==> src/rtl/multi_mode_counter_if.sv <==
// Control/status bundle of one multi_mode_counter stage: step controls in, count and
// cascade outputs back out to whoever drives the stage.
interface multi_mode_counter_if #(
  parameter int WIDTH = 4
);
  logic             enable;
  logic             clear;
  logic             load;
  logic [WIDTH-1:0] load_value;
  logic [1:0]       mode;
  logic             up_down;
  logic [WIDTH-1:0] count;
  logic             tc;
  logic             wrap;

  modport master (
    output enable, clear, load, load_value, mode, up_down,
    input  count, tc, wrap
  );

  modport slave (
    input  enable, clear, load, load_value, mode, up_down,
    output count, tc, wrap
  );
endinterface

==> src/rtl/multi_mode_counter.sv <==
// Multi-mode up/down counter: binary, modulo-N, one-hot ring and Johnson sequences sharing
// one register, with clear, parallel load, combinational terminal count and a wrap pulse.
module multi_mode_counter #(
  parameter int WIDTH     = 4,
  parameter int MODULUS   = 10,
  parameter int RING_INIT = 1
) (
  input  logic                clk,
  input  logic                reset_p,
  multi_mode_counter_if.slave bus
);

  typedef enum logic [1:0] {
    MODE_BINARY  = 2'b00,
    MODE_MODULO  = 2'b01,
    MODE_RING    = 2'b10,
    MODE_JOHNSON = 2'b11
  } mode_e;

  localparam logic [WIDTH-1:0] ALL_ONES  = '1;
  localparam logic [WIDTH-1:0] MOD_LAST  = WIDTH'(MODULUS - 1);
  localparam logic [WIDTH:0]   MOD_EXT   = (WIDTH + 1)'(MODULUS);
  localparam logic [WIDTH-1:0] RING_SEED = WIDTH'(RING_INIT);
  localparam logic [WIDTH-1:0] JOHN_TOP  = {1'b1, {(WIDTH - 1){1'b0}}};
  localparam logic [WIDTH-1:0] JOHN_BOT  = WIDTH'(1);

  mode_e            mode_sel;
  logic [WIDTH-1:0] count_q;
  logic             wrap_q;
  logic [WIDTH-1:0] count_next;
  logic [WIDTH-1:0] rot_left;
  logic [WIDTH-1:0] rot_right;
  logic [WIDTH-1:0] john_up;
  logic [WIDTH-1:0] john_down;
  logic [WIDTH-2:0] john_edges;
  logic             is_onehot;
  logic             john_legal;
  logic             in_range;
  logic             terminal;

  assign mode_sel   = mode_e'(bus.mode);
  assign rot_left   = {count_q[WIDTH-2:0], count_q[WIDTH-1]};
  assign rot_right  = {count_q[0], count_q[WIDTH-1:1]};
  assign john_up    = {count_q[WIDTH-2:0], ~count_q[WIDTH-1]};
  assign john_down  = {~count_q[0], count_q[WIDTH-1:1]};
  assign is_onehot  = $onehot(count_q);
  assign in_range   = {1'b0, count_q} < MOD_EXT;

  // A legal Johnson word is a single run of ones, so adjacent bits differ at most once.
  assign john_edges = count_q[WIDTH-1:1] ^ count_q[WIDTH-2:0];
  assign john_legal = $onehot0(john_edges);

  // NOTE: every output of a combinational block gets a default first, so no path
  // through the case can leave it unassigned and infer a latch.
  always_comb begin
    count_next = count_q;
    terminal   = 1'b0;
    case (mode_sel)
      MODE_BINARY: begin
        count_next = bus.up_down ? count_q + 1'b1 : count_q - 1'b1;
        terminal   = bus.up_down ? (count_q == ALL_ONES) : (count_q == '0);
      end
      MODE_MODULO: begin
        if (bus.up_down) begin
          count_next = (count_q >= MOD_LAST) ? '0 : count_q + 1'b1;
          terminal   = (count_q == MOD_LAST);
        end else begin
          count_next = (count_q == '0 || !in_range) ? MOD_LAST : count_q - 1'b1;
          terminal   = (count_q == '0);
        end
      end
      MODE_RING: begin
        if (!is_onehot) begin
          count_next = RING_SEED;
        end else begin
          count_next = bus.up_down ? rot_left : rot_right;
          terminal   = (count_next == RING_SEED);
        end
      end
      MODE_JOHNSON: begin
        if (!john_legal) begin
          count_next = '0;
        end else begin
          count_next = bus.up_down ? john_up : john_down;
          terminal   = bus.up_down ? (count_q == JOHN_TOP) : (count_q == JOHN_BOT);
        end
      end
      default: begin
        count_next = count_q;
        terminal   = 1'b0;
      end
    endcase
  end

  // NOTE: state registers use non-blocking assignments so every flop samples the
  // pre-edge values, independent of statement order.
  always_ff @(posedge clk or posedge reset_p) begin
    if (reset_p) begin
      count_q <= '0;
      wrap_q  <= 1'b0;
    end else if (bus.clear) begin
      count_q <= '0;
      wrap_q  <= 1'b0;
    end else if (bus.load) begin
      count_q <= bus.load_value;
      wrap_q  <= 1'b0;
    end else if (bus.enable) begin
      count_q <= count_next;
      wrap_q  <= terminal;
    end else begin
      wrap_q  <= 1'b0;
    end
  end

  assign bus.count = count_q;
  assign bus.tc    = bus.enable & terminal;
  assign bus.wrap  = wrap_q;

endmodule
==> src/flat_wrapper.sv <==
// flat-port wrapper written by rule: the top's interface ports become plain ports
module multi_mode_counter_flat 
#(
  parameter int WIDTH     = 4,
  parameter int MODULUS   = 10,
  parameter int RING_INIT = 1
)
  (clk, reset_p, bus_enable, bus_clear, bus_load, bus_load_value, bus_mode, bus_up_down, bus_count, bus_tc, bus_wrap);
  multi_mode_counter_if #(.WIDTH(WIDTH)) bus_i ();
  input  logic clk;
  input  logic reset_p;
  input wire logic [$bits(bus_i.enable)-1:0] bus_enable;
  input wire logic [$bits(bus_i.clear)-1:0] bus_clear;
  input wire logic [$bits(bus_i.load)-1:0] bus_load;
  input wire logic [$bits(bus_i.load_value)-1:0] bus_load_value;
  input wire logic [$bits(bus_i.mode)-1:0] bus_mode;
  input wire logic [$bits(bus_i.up_down)-1:0] bus_up_down;
  output wire logic [$bits(bus_i.count)-1:0] bus_count;
  output wire logic [$bits(bus_i.tc)-1:0] bus_tc;
  output wire logic [$bits(bus_i.wrap)-1:0] bus_wrap;
  assign bus_i.enable = bus_enable;
  assign bus_i.clear = bus_clear;
  assign bus_i.load = bus_load;
  assign bus_i.load_value = bus_load_value;
  assign bus_i.mode = bus_mode;
  assign bus_i.up_down = bus_up_down;
  assign bus_count = bus_i.count;
  assign bus_tc = bus_i.tc;
  assign bus_wrap = bus_i.wrap;
  multi_mode_counter #(.WIDTH(WIDTH), .MODULUS(MODULUS), .RING_INIT(RING_INIT)) u_core (.clk(clk), .reset_p(reset_p), .bus(bus_i));
endmodule
==> config.mk <==
export PLATFORM = sky130hd
export DESIGN_NAME = multi_mode_counter_flat
export DESIGN_NICKNAME = d
export VERILOG_FILES = /design/src/rtl/multi_mode_counter_if.sv /design/src/rtl/multi_mode_counter.sv /design/src/flat_wrapper.sv
export SDC_FILE = /design/constraint.sdc
export NUM_CORES = 1
export LEC_CHECK = 0
export CORE_MARGIN = 2
export CORE_UTILIZATION = 45
export CTS_CLUSTER_SIZE = 24
export DETAILED_ROUTE_END_ITERATION = 10
export PLACE_DENSITY = 0.82
export SLEW_MARGIN = 20
export SYNTH_ARGS = -nofsm -noshare
export SYNTH_HDL_FRONTEND = slang
export SYNTH_SLANG_ARGS = --single-unit
export TNS_END_PERCENT = 50
==> constraint.sdc <==
create_clock -name clk -period 4.9 [get_ports clk]
set_clock_uncertainty 0.15 [all_clocks]
set_input_delay 0.98 -clock clk [delete_from_list [all_inputs] [get_ports clk]]
set_output_delay 0.98 -clock clk [all_outputs]
set_load 0.005 [all_outputs]
==> flow_summary.json, run 1 <==
{
  "cts_tree": "built",
  "cts-root-buf": "clkbuf_4",
  "hold_viol": 0,
  "maxSlewViolCount": 0,
  "powerDensity_nw_per_um2": 192.2,
  "grt_start_max_net_pins": 15,
  "synth_warnings": 0,
  "io_pins": 18,
  "routabilityCongestion": 0.9760,
  "synth_edf_count": 0,
  "comb_power_share": 0.560,
  "cap_violations": 0,
  "areaGrowthSynthToFinish_pct": 25.31,
  "required_ns": 3.77,
  "ys_seq_area_frac": 0.1383,
  "worstPathMaxFanout": 9,
  "via_per_inst": 6.093,
  "setup_violations": 0,
  "drt_pre_antenna_iters": 4,
  "avgSynthCellArea_sq_um": 7.866,
  "nFillCells": 180,
  "p_int_uw": 130.9,
  "p_clk_frac": 0.218,
  "power.net_switching_uw": 86.95,
  "yosysUniqueCellTypes": 44,
  "grt_pass1_wl_mm": 4.195,
  "holdWs_ns": 0.5370,
  "drt-total-wl_mm": 2.458,
  "rsz0062_at_grt": "no",
  "dp_cells": 157,
  "drt_iter0_drc": 37,
  "fin_crit_ns": 4.462,
  "dieArea_sq_um": 2385,
  "vias": 981,
  "antenna_found_initial": 0,
  "drive_gt1_frac": 0.08955,
  "drc": 0,
  "cts_buffers": 3,
  "ant_nets": 0,
  "cts-resized-gates": 0,
  "timing.final.crit_share": 0.9107,
  "critPathKind": "flip-flop to output pin",
  "holdCritPathClass": "flip-flop to flip-flop",
  "ys_seq_elements": 5,
  "swShare": 0.3991,
  "synthCells": 115,
  "cp.arrival_ns": 3.33,
  "p_leak_nw": 0.4716,
  "start_util": 0.4707,
  "total_power_uw": 217.9,
  "io_buffers": 17,
  "clock_sinks": 5,
  "end_kind": "output pin",
  "power_frac_seq": 0.222,
  "cts_hold_buffers": 0,
  "stdcell_count": 161,
  "placed_area_sq_um": 1107,
  "antennaDiodeCount": 0,
  "fin_area_sq_um": 1134,
  "wl_per_cell_um": 15.27,
  "synth_area_sq_um": 904.6,
  "core-area_sq_um": 1922,
  "layout.nets": 159,
  "placementRows": 16,
  "ys.flop_type": "dfrtp_1",
  "status": "finished, final reports clean",
  "cp-start-kind": "flip-flop",
  "fmaxAchievable_ghz": 0.2241,
  "worst_pin_slew_ns": 0.5945,
  "max-clock-path-buffers": 2,
  "async_flop_share": 1.000,
  "postCtsSetupBuffers": 0,
  "fp.dieW_um": 48.84,
  "clk_pin_slew_ns": 0.04,
  "vdd_drop_max_v": 0.0001032,
  "fin_setup_tns_ns": 0,
  "htreeDepth": 1,
  "grt.overflow.total": 0,
  "dp_hpwl_mm": 1.910,
  "clk_latency_ns": 0.24,
  "max_slew_margin": 0.6025,
  "grt_pass1_vias": 900,
  "die_h_um": 48.84,
  "syn_nets": 139,
  "grt_use_total": 0.2258
}
==> critical path: stages (launching register included) <==
cell	delay, ns
dfrtp_1	0.50
inv_1	0.18
ha_1	0.38
ha_1	0.19
inv_1	0.07
fa_1	0.51
nand3_1	0.11
or2_4	0.26
nor4_1	0.22
o31a_1	0.18
clkdlybuf4s50_1	0.50
==> power groups by stage <==
stage	sequential (mW)	combinational (mW)	clock, mW
finish	0.0483	0.122	0.0476
global route	0.0488	0.134	0.0517
CTS	0.0483	0.120	0.0492
detailed placement	0.0489	0.119	0
global placement	0.0486	0.117	0
floorplan	0.0495	0.0786	0
==> flip-flops by register name, summed over array words and instances, names as in the netlist <==
name and flops:
u_core.bus.count 4, u_core.bus.wrap 1
==> layout by cell type (no fill, tap or decap), types with 2 or more instances in the layout <==
master | synthesis | layout
a22o_1 | 2 | 2
ha_1 | 11 | 11
a22oi_1 | 2 | 2
inv_1 | 10 | 10
clkbuf_4 | 0 | 3
nor2_1 | 4 | 4
a211oi_1 | 4 | 4
xnor2_1 | 3 | 3
nor3_1 | 2 | 2
or3_1 | 2 | 2
buf_4 | 0 | 3
nand2_1 | 10 | 10
nand3_1 | 6 | 6
a21oi_1 | 11 | 11
o211ai_1 | 2 | 2
a21o_1 | 5 | 5
o31ai_1 | 2 | 2
mux2i_1 | 4 | 4
clkdlybuf4s50_1 | 0 | 17
dfrtp_1 | 5 | 5
==> routing by layer <==
| metal | vias up | part of all wire | track usage |
|---|---|---|---|
| met2 | 49 | 0.48 | 0.3699 |
| met3 | 8 | 0.068 | 0.02761 |
| met5 | - | 0 | 0 |
| met4 | 0 | 0.033 | 0.1429 |
| met1 | 461 | 0.42 | 0.2802 |
| li1 | 463 | - | - |
==> cell usage after synthesis, drive strengths merged (3+ instances only) <==
cell type / instances / area (sq um)
nor2: 4 / 15.01
dfrtp: 5 / 125.1
a211oi: 4 / 30.03
nand2: 10 / 37.54
nand2b: 3 / 28.78
ha: 11 / 137.6
nand3: 6 / 30.03
mux2i: 4 / 40.04
buf: 4 / 20.02
a21o: 5 / 37.54
xnor2: 3 / 26.28
a21oi: 11 / 55.05
inv: 11 / 41.29
==> cell families (layout without fill, tap and decap cells) <==
group                    after synthesis  count (layout)  share of synthesized area
adder cells (fa/ha/maj)               12              12                     0.1743
flip-flops                             5               5                     0.1383
buffers and inverters                 16              35                    0.07192
AO/OA/AOI/OAI                         41              41                     0.3333
multiplexers                           4               4                    0.04426
XOR/XNOR                               3               3                    0.02905
AND/OR/NAND/NOR                       34              34                     0.2089
==> worst paths after layout <==
path / cells past startpoint / end / slack [ns] / from
max in group asynchronous: 2 / u_core.bus.count[1] / 3.65 / reset_p
hold reg to reg: 2 / u_core.bus.count[0] / 0.54 / u_core.bus.count[0]
hold / removal: 2 / u_core.bus.count[0] / 0.54 / u_core.bus.count[0]
setup / recovery: 10 / bus_tc / 0.44 / u_core.bus.count[1]
setup reg to reg: 10 / u_core.bus.count[2] / 1.87 / u_core.bus.count[1]
min in group asynchronous: 2 / u_core.bus.wrap / 0.78 / reset_p
==> stage by stage <==
step / util / setup WS, ns
2_1_floorplan: - / 1.364
3_3_place_gp: 0.5762 / 0.7559
3_5_place_dp: 0.5762 / 0.6603
4_1_cts: 0.5898 / 0.4104
5_1_grt: 0.5898 / 0.2351
6_report: 0.5898 / 0.4377
==> cell type report <==
class | instances | area, sq um | share of cell area
Tap cell | 27 | 33.78 | 0.02980
Sequential cell | 5 | 125.1 | 0.1104
Inverter | 11 | 41.29 | 0.03642
Timing Repair Buffer | 20 | 192.7 | 0.1700
Multi-Input combinational cell | 94 | 714.4 | 0.6302
Clock buffer | 4 | 26.28 | 0.02318
Power figures use the tool's default switching activity.
==> run 2: changes to the inputs <==
--- a/config.mk
+++ b/config.mk
@@ -5,11 +5,12 @@
 export SDC_FILE = /design/constraint.sdc
 export NUM_CORES = 1
 export LEC_CHECK = 0
-export CORE_MARGIN = 2
+export CORE_MARGIN = 8
 export CORE_UTILIZATION = 45
 export CTS_CLUSTER_SIZE = 24
 export DETAILED_ROUTE_END_ITERATION = 10
 export PLACE_DENSITY = 0.82
+export SKIP_LAST_GASP = 1
 export SLEW_MARGIN = 20
 export SYNTH_ARGS = -nofsm -noshare
 export SYNTH_HDL_FRONTEND = slang
==> flow_summary.json, run 2 (same netlist as run 1, synthesis figures left out) <==
{
  "htreeDepth": 1,
  "start_util": 0.4707,
  "dieArea_sq_um": 3701,
  "drt-total-wl_mm": 2.657,
  "via_per_inst": 6.180,
  "slowest_stage": "dfrtp_1",
  "ant_nets": 0,
  "stdcell_count": 161,
  "io_buffers": 17,
  "fin_setup_tns_ns": 0,
  "holdWs_ns": 0.5606,
  "cts-root-buf": "clkbuf_4",
  "final_cell_mix": "clkdlybuf4s50_1, a21oi_1, ha_1, nand2_1, inv_1",
  "total_power_uw": 218.5,
  "grt.overflow.total": 0,
  "rsz0062_at_grt": "no",
  "layout.nets": 159,
  "io_pins": 18,
  "max-clock-path-buffers": 2,
  "fp.dieW_um": 60.84,
  "drive_gt1_frac": 0.08955,
  "fmaxAchievable_ghz": 0.2181,
  "fin_crit_ns": 4.585,
  "status": "finished, final reports clean",
  "critPathKind": "flip-flop to output pin",
  "largest_reg_flops": 4,
  "final_core_util": 0.5898,
  "core-area_sq_um": 1922,
  "drt_iter0_drc": 64,
  "dp_hpwl_mm": 2.043,
  "worstPathMaxFanout": 9,
  "clock_sinks": 5,
  "cts_buffers": 3,
  "clk_latency_ns": 0.24,
  "cp_slowest_stage_delay_ns": 0.53,
  "crit_buf_inv": 3,
  "holdCritPathClass": "flip-flop to flip-flop",
  "worst_pin_slew_ns": 0.5760,
  "cts_tree": "built",
  "drt_pre_antenna_iters": 5,
  "grt_pass1_vias": 930,
  "antennaDiodeCount": 0,
  "cp.arrival_ns": 3.46,
  "path_delay_family": "adder cells",
  "clk_pin_slew_ns": 0.04,
  "timing.final.crit_share": 0.9358,
  "cts_hold_buffers": 0,
  "dp_cells": 157,
  "nFillCells": 180,
  "cap_violations": 0,
  "grt_use_total": 0.1468,
  "vias": 995,
  "end_kind": "output pin",
  "setup_violations": 0,
  "powerDensity_nw_per_um2": 192.7,
  "grt_start_max_net_pins": 15,
  "cp_cell_sequence": "inv_1 > ha_1 > ha_1 > inv_1 > fa_1 > nand3_1 > or2_4 > nor4_1 > o31a_1 > clkdlybuf4s50_1",
  "required_ns": 3.77,
  "wl_per_cell_um": 16.50,
  "areaGrowthSynthToFinish_pct": 25.31,
  "grt_pass1_wl_mm": 4.195,
  "cts-resized-gates": 0,
  "max_slew_margin": 0.6148,
  "placementRows": 16,
  "vdd_drop_max_v": 0.0001083,
  "maxSlewViolCount": 0,
  "routabilityCongestion": 0.9773,
  "layout_commonest_cell": "clkdlybuf4s50_1",
  "drc": 0,
  "p_leak_nw": 0.4716,
  "postCtsSetupBuffers": 0,
  "antenna_found_initial": 0,
  "die_h_um": 60.84,
  "hold_viol": 0,
  "cp-start-kind": "flip-flop"
}
run 2: cell counts in the layout (fill, tap and decap cells not counted):
Identical to the previous run, type by type.
run 2: stage by stage:
step / setup slack, ns / cell area (sq um)
final: 0.3147 / 1134
after global routing: 0.1567 / 1134
after CTS: 0.3538 / 1134
after detailed placement: 0.5896 / 1107
after global placement: 0.7466 / 1107
after floorplan: 1.364 / 904.6
run 2: tightest hold or removal path, cell delays in order, from the launching register on:
cell and delay, ns:
dfrtp_1 0.34, buf_4 0.18, a22o_1 0.15
run 2: where the power goes:
group | internal, mW | switching, mW
combinational | 0.0556 | 0.0670
clock | 0.0308 | 0.0165
sequential | 0.0445 | 0.00410
total | 0.131 | 0.0877
run 2: worst paths after layout:
kind | depth (start not counted) | from | endpoint | slack [ns]
min in group asynchronous | 2 | reset_p | u_core.bus.count[1] | 0.79
max in group asynchronous | 2 | reset_p | u_core.bus.wrap | 3.65
min | 2 | u_core.bus.count[0] | u_core.bus.count[0] | 0.56
min reg2reg | 2 | u_core.bus.count[0] | u_core.bus.count[0] | 0.56
max reg2reg | 10 | u_core.bus.count[1] | u_core.bus.count[2] | 1.78
max | 10 | u_core.bus.count[1] | bus_tc | 0.31
run 2: cell type report:
| class | instances | area, sq um | share of cell area |
|---|---|---|---|
| clock buffer | 4 | 26.28 | 0.02318 |
| inverter | 11 | 41.29 | 0.03642 |
| multi-input combinational | 94 | 714.4 | 0.6302 |
| sequential | 5 | 125.1 | 0.1104 |
| tap | 27 | 33.78 | 0.02980 |
| timing repair buffer | 20 | 192.7 | 0.1700 |
run 2: routing by layer:
metal,track usage,part of all wire
met4,0.06977,0.024
met5,0,0
met2,0.2579,0.49
met3,0.01907,0.068
met1,0.1697,0.42
